## src/rtl/gpiotest_pkg.sv

```systemverilog
// gpiotest_pkg: shared widths, defaults and state encoding for the GPIO sequencer
package gpiotest_pkg;
  localparam int SEQ_W = 6;
  localparam int NUM_PINS_DEFAULT = 48;
  typedef enum logic [1:0] {IDLE, RUN, PAUSE} seq_state_t;
endpackage

```

## src/rtl/gpio_edge_det.sv

```systemverilog
// gpio_edge_det: rising-edge detector with a registered history bit
module gpio_edge_det (
  input  logic clk_i,
  input  logic rst_i,
  input  logic d_i,
  output logic rise_o
);
  logic d_q;
  // history tracks the input every cycle regardless of sequencer state
  always_ff @(posedge clk_i) d_q <= rst_i ? 1'b0 : d_i;
  assign rise_o = d_i & ~d_q;
endmodule

```

## src/rtl/gpio_seq_gen.sv

```systemverilog
// gpio_seq_gen: GPIO pin index sequencer with run/pause/step control; GPIO_SEQ_PINGPONG_EN selects ping-pong sweep
module gpio_seq_gen
  import gpiotest_pkg::*;
#(
  parameter int NUM_PINS     = NUM_PINS_DEFAULT,
  parameter int DWELL_CYCLES = 4
) (
  input  logic             clk_i,
  input  logic             rst_i,
  input  logic             run_i,
  input  logic             stop_i,
  input  logic             step_i,
  output logic [SEQ_W-1:0] seq_o,
  output logic             seq_valid_o,
  output logic             step_o,
  output logic             wrap_o
);
  localparam int DW = DWELL_CYCLES > 1 ? $clog2(DWELL_CYCLES) : 1;
  localparam logic [SEQ_W-1:0] LAST = SEQ_W'(NUM_PINS - 1);
  localparam logic [DW-1:0] DLAST = DW'(DWELL_CYCLES - 1);
  generate
    if (NUM_PINS < 2 || NUM_PINS > 64) begin : g_bad_pins
      $error("gpio_seq_gen: NUM_PINS must be 2..64");
    end
    if (DWELL_CYCLES < 1) begin : g_bad_dwell
      $error("gpio_seq_gen: DWELL_CYCLES must be >= 1");
    end
  endgenerate
  seq_state_t state_q, state_d;
  logic [SEQ_W-1:0] seq_q, seq_d, adv_seq;
  logic [DW-1:0] dwell_q, dwell_d;
  logic valid_q, valid_d, step_q, step_d, wrap_q, wrap_d;
  logic adv, adv_wrap, step_edge;
  gpio_edge_det u_edge (
    .clk_i  (clk_i),
    .rst_i  (rst_i),
    .d_i    (step_i),
    .rise_o (step_edge)
  );
`ifdef GPIO_SEQ_PINGPONG_EN
  logic dir_q, dir_d, adv_dir;
  // next index for a ping-pong sweep; dir_q=1 means sweeping down, wrap marks the 0 -> 1 reversal
  always_comb begin
    adv_seq = dir_q ? (seq_q == '0 ? SEQ_W'(1) : seq_q - 1'b1) : (seq_q == LAST ? LAST - 1'b1 : seq_q + 1'b1);
    adv_dir = dir_q ? (seq_q != '0) : (seq_q == LAST);
    adv_wrap = dir_q && seq_q == '0;
  end
  assign dir_d = stop_i ? 1'b0 : adv ? adv_dir : dir_q;
  // direction register, up after reset or stop
  always_ff @(posedge clk_i) dir_q <= rst_i ? 1'b0 : dir_d;
`else
  // next index for an up-only sweep, wrapping explicitly at the last pin
  always_comb begin
    adv_seq = seq_q == LAST ? '0 : seq_q + 1'b1;
    adv_wrap = seq_q == LAST;
  end
`endif
  // state register and all registered outputs
  always_ff @(posedge clk_i) begin
    if (rst_i) begin
      state_q <= IDLE;
      seq_q <= '0;
      dwell_q <= '0;
      valid_q <= 1'b0;
      step_q <= 1'b0;
      wrap_q <= 1'b0;
    end else begin
      state_q <= state_d;
      seq_q <= seq_d;
      dwell_q <= dwell_d;
      valid_q <= valid_d;
      step_q <= step_d;
      wrap_q <= wrap_d;
    end
  end
  // next state: stop beats run, run beats a step edge
  always_comb state_d = stop_i ? IDLE : run_i ? RUN : (state_q == IDLE && !step_edge) ? IDLE : PAUSE;
  // datapath next values: dwell counting in RUN, single advances on step edges in PAUSE
  always_comb begin
    seq_d = seq_q;
    dwell_d = dwell_q;
    valid_d = valid_q;
    step_d = 1'b0;
    wrap_d = 1'b0;
    adv = 1'b0;
    if (stop_i) begin
      seq_d = '0;
      dwell_d = '0;
      valid_d = 1'b0;
    end else if (state_q == IDLE) begin
      if (run_i || step_edge) begin
        seq_d = '0;
        dwell_d = '0;
        valid_d = 1'b1;
      end
    end else if (state_q == RUN && run_i) begin
      adv = dwell_q == DLAST;
      dwell_d = adv ? '0 : dwell_q + 1'b1;
    end else if (state_q == PAUSE && !run_i && step_edge) begin
      adv = 1'b1;
      dwell_d = '0;
    end
    if (adv) begin
      seq_d = adv_seq;
      step_d = 1'b1;
      wrap_d = adv_wrap;
    end
  end
  assign seq_o = seq_q;
  assign seq_valid_o = valid_q;
  assign step_o = step_q;
  assign wrap_o = wrap_q;
endmodule

```

## config.mk

```make
export PLATFORM = sky130hd
export DESIGN_NAME = gpio_seq_gen
export DESIGN_NICKNAME = d
export VERILOG_FILES = /design/src/rtl/gpiotest_pkg.sv /design/src/rtl/gpio_edge_det.sv /design/src/rtl/gpio_seq_gen.sv
export SDC_FILE = /design/constraint.sdc
export NUM_CORES = 1
export LEC_CHECK = 0
export CAP_MARGIN = 30
export CORE_AREA = 3 3 40 42
export CTS_CLUSTER_DIAMETER = 120
export DETAILED_ROUTE_END_ITERATION = 8
export DIE_AREA = 0 0 43 45
export GPL_ROUTABILITY_DRIVEN = 0
export GPL_TIMING_DRIVEN = 0
export PLACE_DENSITY = 0.77
export SLEW_MARGIN = 10
export SYNTH_ARGS = -nofsm -noshare
export SYNTH_HDL_FRONTEND = slang
export SYNTH_SLANG_ARGS = --single-unit
```

## constraint.sdc

```tcl
create_clock -name clk_i -period 4 [get_ports clk_i]
set_input_delay 0.8 -clock clk_i [delete_from_list [all_inputs] [get_ports clk_i]]
set_output_delay 0.8 -clock clk_i [all_outputs]
set_load 0.02 [all_outputs]
```

==> flow_summary.toml <==
[clocking]
htreeDepth = 1
root_buffer = "clkbuf_4"
cts_resized = 0
clock-sinks = 14
clock_latency_ns = 0.28
post_cts_buffers = 0
clockBufferDepth = 2
cts_tree = "done"
numCtsBuffers = 3
holdBufCountCts = 0
clk_pin_slew_ns = 0.08

[finish]
multi_input_area_um2 = 355
antenna_cells = 0
regArea_um2 = 280
final_layout_size_suffix_gt1_share_pct = 12.9
nets = 94
synthToLayoutAreaGrowth_pct = 26.5
design_area_um2 = 818
fillers = 125

[drt]
vias = 558
vias_per_cell = 5.58
ant_nets = 0
drtIter0Drc = 2
dr.pass1.iters = 4
drt_wl_total_mm = 1.27
drc_errors = 0
wire_per_inst_um = 12.7

[critical_path]
reg2reg_depth = 4
r2r_start = "state_q[0]"
critPathCapture = "seq_o[3]"
end_kind = "register"
rrSetupSlack_ns = 2.37
cp-start-kind = "primary input"
crit_required_ns = 4.22
cp-startpoint = "rst_i"
crit_arrival_ns = 2.50
crit_type = "in2reg"
worstReg2RegEnd = "seq_o[5]"
path_max_fanout = 9

[placement]
hpwl_um = 928
io_buffers = 13
place_area_um2 = 796

[logic_synthesis]
seq_area_frac_synth_pct = 43.3
ys_warn_count = 0
synth_compound_area_share_pct = 20.1
synth_edf_count = 0
syn_area_per_cell_um2 = 9.37
synth_top_cell_area_share_pct = 43.3
synth-seq-cells = 14
synth_top_flop_cell = "dfxtp_1"
yosysTopAreaCell = "dfxtp_1"
synth_top_family_by_area = "simple AND/OR/NAND/NOR gates"
synth_area_um2 = 647
synth.area.top_cells = "dfxtp_1 (43%), or3b_2 (4.1%), ha_1 (3.9%)"
synth_xor_area_share_pct = 0
synth_fp_nets = 76
async_flop_share_pct = 0
synthCells = 69
synthAdderAreaFrac_pct = 3.87
synthSimpleGateAreaFrac_pct = 29.4
synthDistinctLibCells = 30
synth_top_cells_by_count = "dfxtp_1 (14), nand2_1 (6), nor3_1 (5), nor2_1 (4)"
muxShareOfSynthArea_pct = 1.55
synth.most_common_cell = "dfxtp_1"

[power_and_ir_drop]
leakagePower_uw = 0.000295
max-vdd-ir-drop_uv = 179
p_per_area_mw_per_mm2 = 295

[min_path]
hold_path.class = "reg2reg"

[grt]
grt_pass1_vias = 502
grt-ovfl-total = 0
grt_max_degree = 10
grt_pass1_wl_mm = 2.19
antenna_found_initial = 0
track_usage_pct = 15.5

[floorplan]
die_y_um = 45
initial_utilization_pct = 50.3
placement_rows = 13
dieArea_mm2 = 0.00194
die_w_um = 43
io_pins = 14
core_area_mm2 = 0.00128

[sta]
grt_setup_unrepaired = "false"
relSlewSlack_pct = 79.1
fin_crit_sh_pct = 57.0
clock_skew_ns = 0.00299
maxSlewViolCount = 0
finalHoldViolations = 0
period_needed_ns = 2.28
fmax_ghz = 0.438
finalSetupViolations = 0
worstMarginPinSlew_ns = 0.313
tns_ns = 0

[flow_run]
maxCapViolCount = 0

[run_status]
status = "finished, final reports clean"
power by group:
part	leakage, uW	switching, uW	internal [uW]
sequential	0.000113	1.82	141
combinational	0.000168	10.0	9.76
clock	0.0000138	43.6	34.9
final cells by class:
cell class | count | share of cell area (%)
Clock buffer | 3 | 2.75
Inverter | 3 | 1.38
Multi-Input combinational cell | 52 | 43.4
Sequential cell | 14 | 34.3
Tap cell | 15 | 2.29
Timing Repair Buffer | 13 | 15.9
logic make-up (layout without fill, tap and decap cells):
| kind of cell | count (synthesis) | after routing |
|---|---|---|
| DFF | 14 | 14 |
| muxes | 1 | 1 |
| adders and majority gates | 2 | 2 |
| and+or+nand+nor | 32 | 32 |
| buffers and inverters | 3 | 19 |
| AOI/OAI and AO/OA | 17 | 17 |
worst max-delay path: stages:
cell and delay (ns):
clkdlybuf4s50_1 0.54, or4b_4 0.58, o22ai_4 0.31, nand2_2 0.12, o21ai_1 0.14
per-layer routing:
layer | vias up | routed length [um] | track usage (%) | part of all wire [%]
met4 | 0 | 30 | 12.7 | 2.4
met3 | 4 | 39 | 2.39 | 3.1
li1 | 288 | - | - | -
met5 | - | 0 | 0 | 0
met1 | 255 | 665 | 21.5 | 52
met2 | 11 | 539 | 21.0 | 42
how the worst min path moves through the flow:
stage                            from          end  cells past startpoint
after CTS                 seq_valid_o  seq_valid_o                      2
final                     seq_valid_o  seq_valid_o                      2
after global placement    seq_valid_o  seq_valid_o                      2
after detailed placement  seq_valid_o  seq_valid_o                      2
after global routing      seq_valid_o  seq_valid_o                      2
after floorplan            dwell_q[1]   dwell_q[1]                      2
metrics by stage:
stage	power [uW]	instances	utilization [%]	setup slack (ns)	hold slack, ns
after floorplan	156	69	-	2.12	0.499
after global placement	166	97	61.9	1.45	0.445
after detailed placement	166	97	61.9	1.43	0.451
after CTS	247	100	63.7	1.73	0.464
after global routing	253	100	63.7	1.62	0.514
final	241	100	63.7	1.72	0.456
registers in the layout, indices dropped and copies added, names as in the netlist:
register	count
seq_valid_o	1
state_q	2
u_edge.d_q	1
step_o	1
dwell_q	2
wrap_o	1
seq_o	6
placed cells by master (no fill, tap or decap), drive strengths merged, types with 3 or more instances in the layout:
cell           count
dfxtp             14
clkbuf             3
nand2              7
clkdlybuf4s50     13
o21ai              6
or3b               3
inv                3
nor3               5
nor2               4
Power figures use the tool's default switching activity.
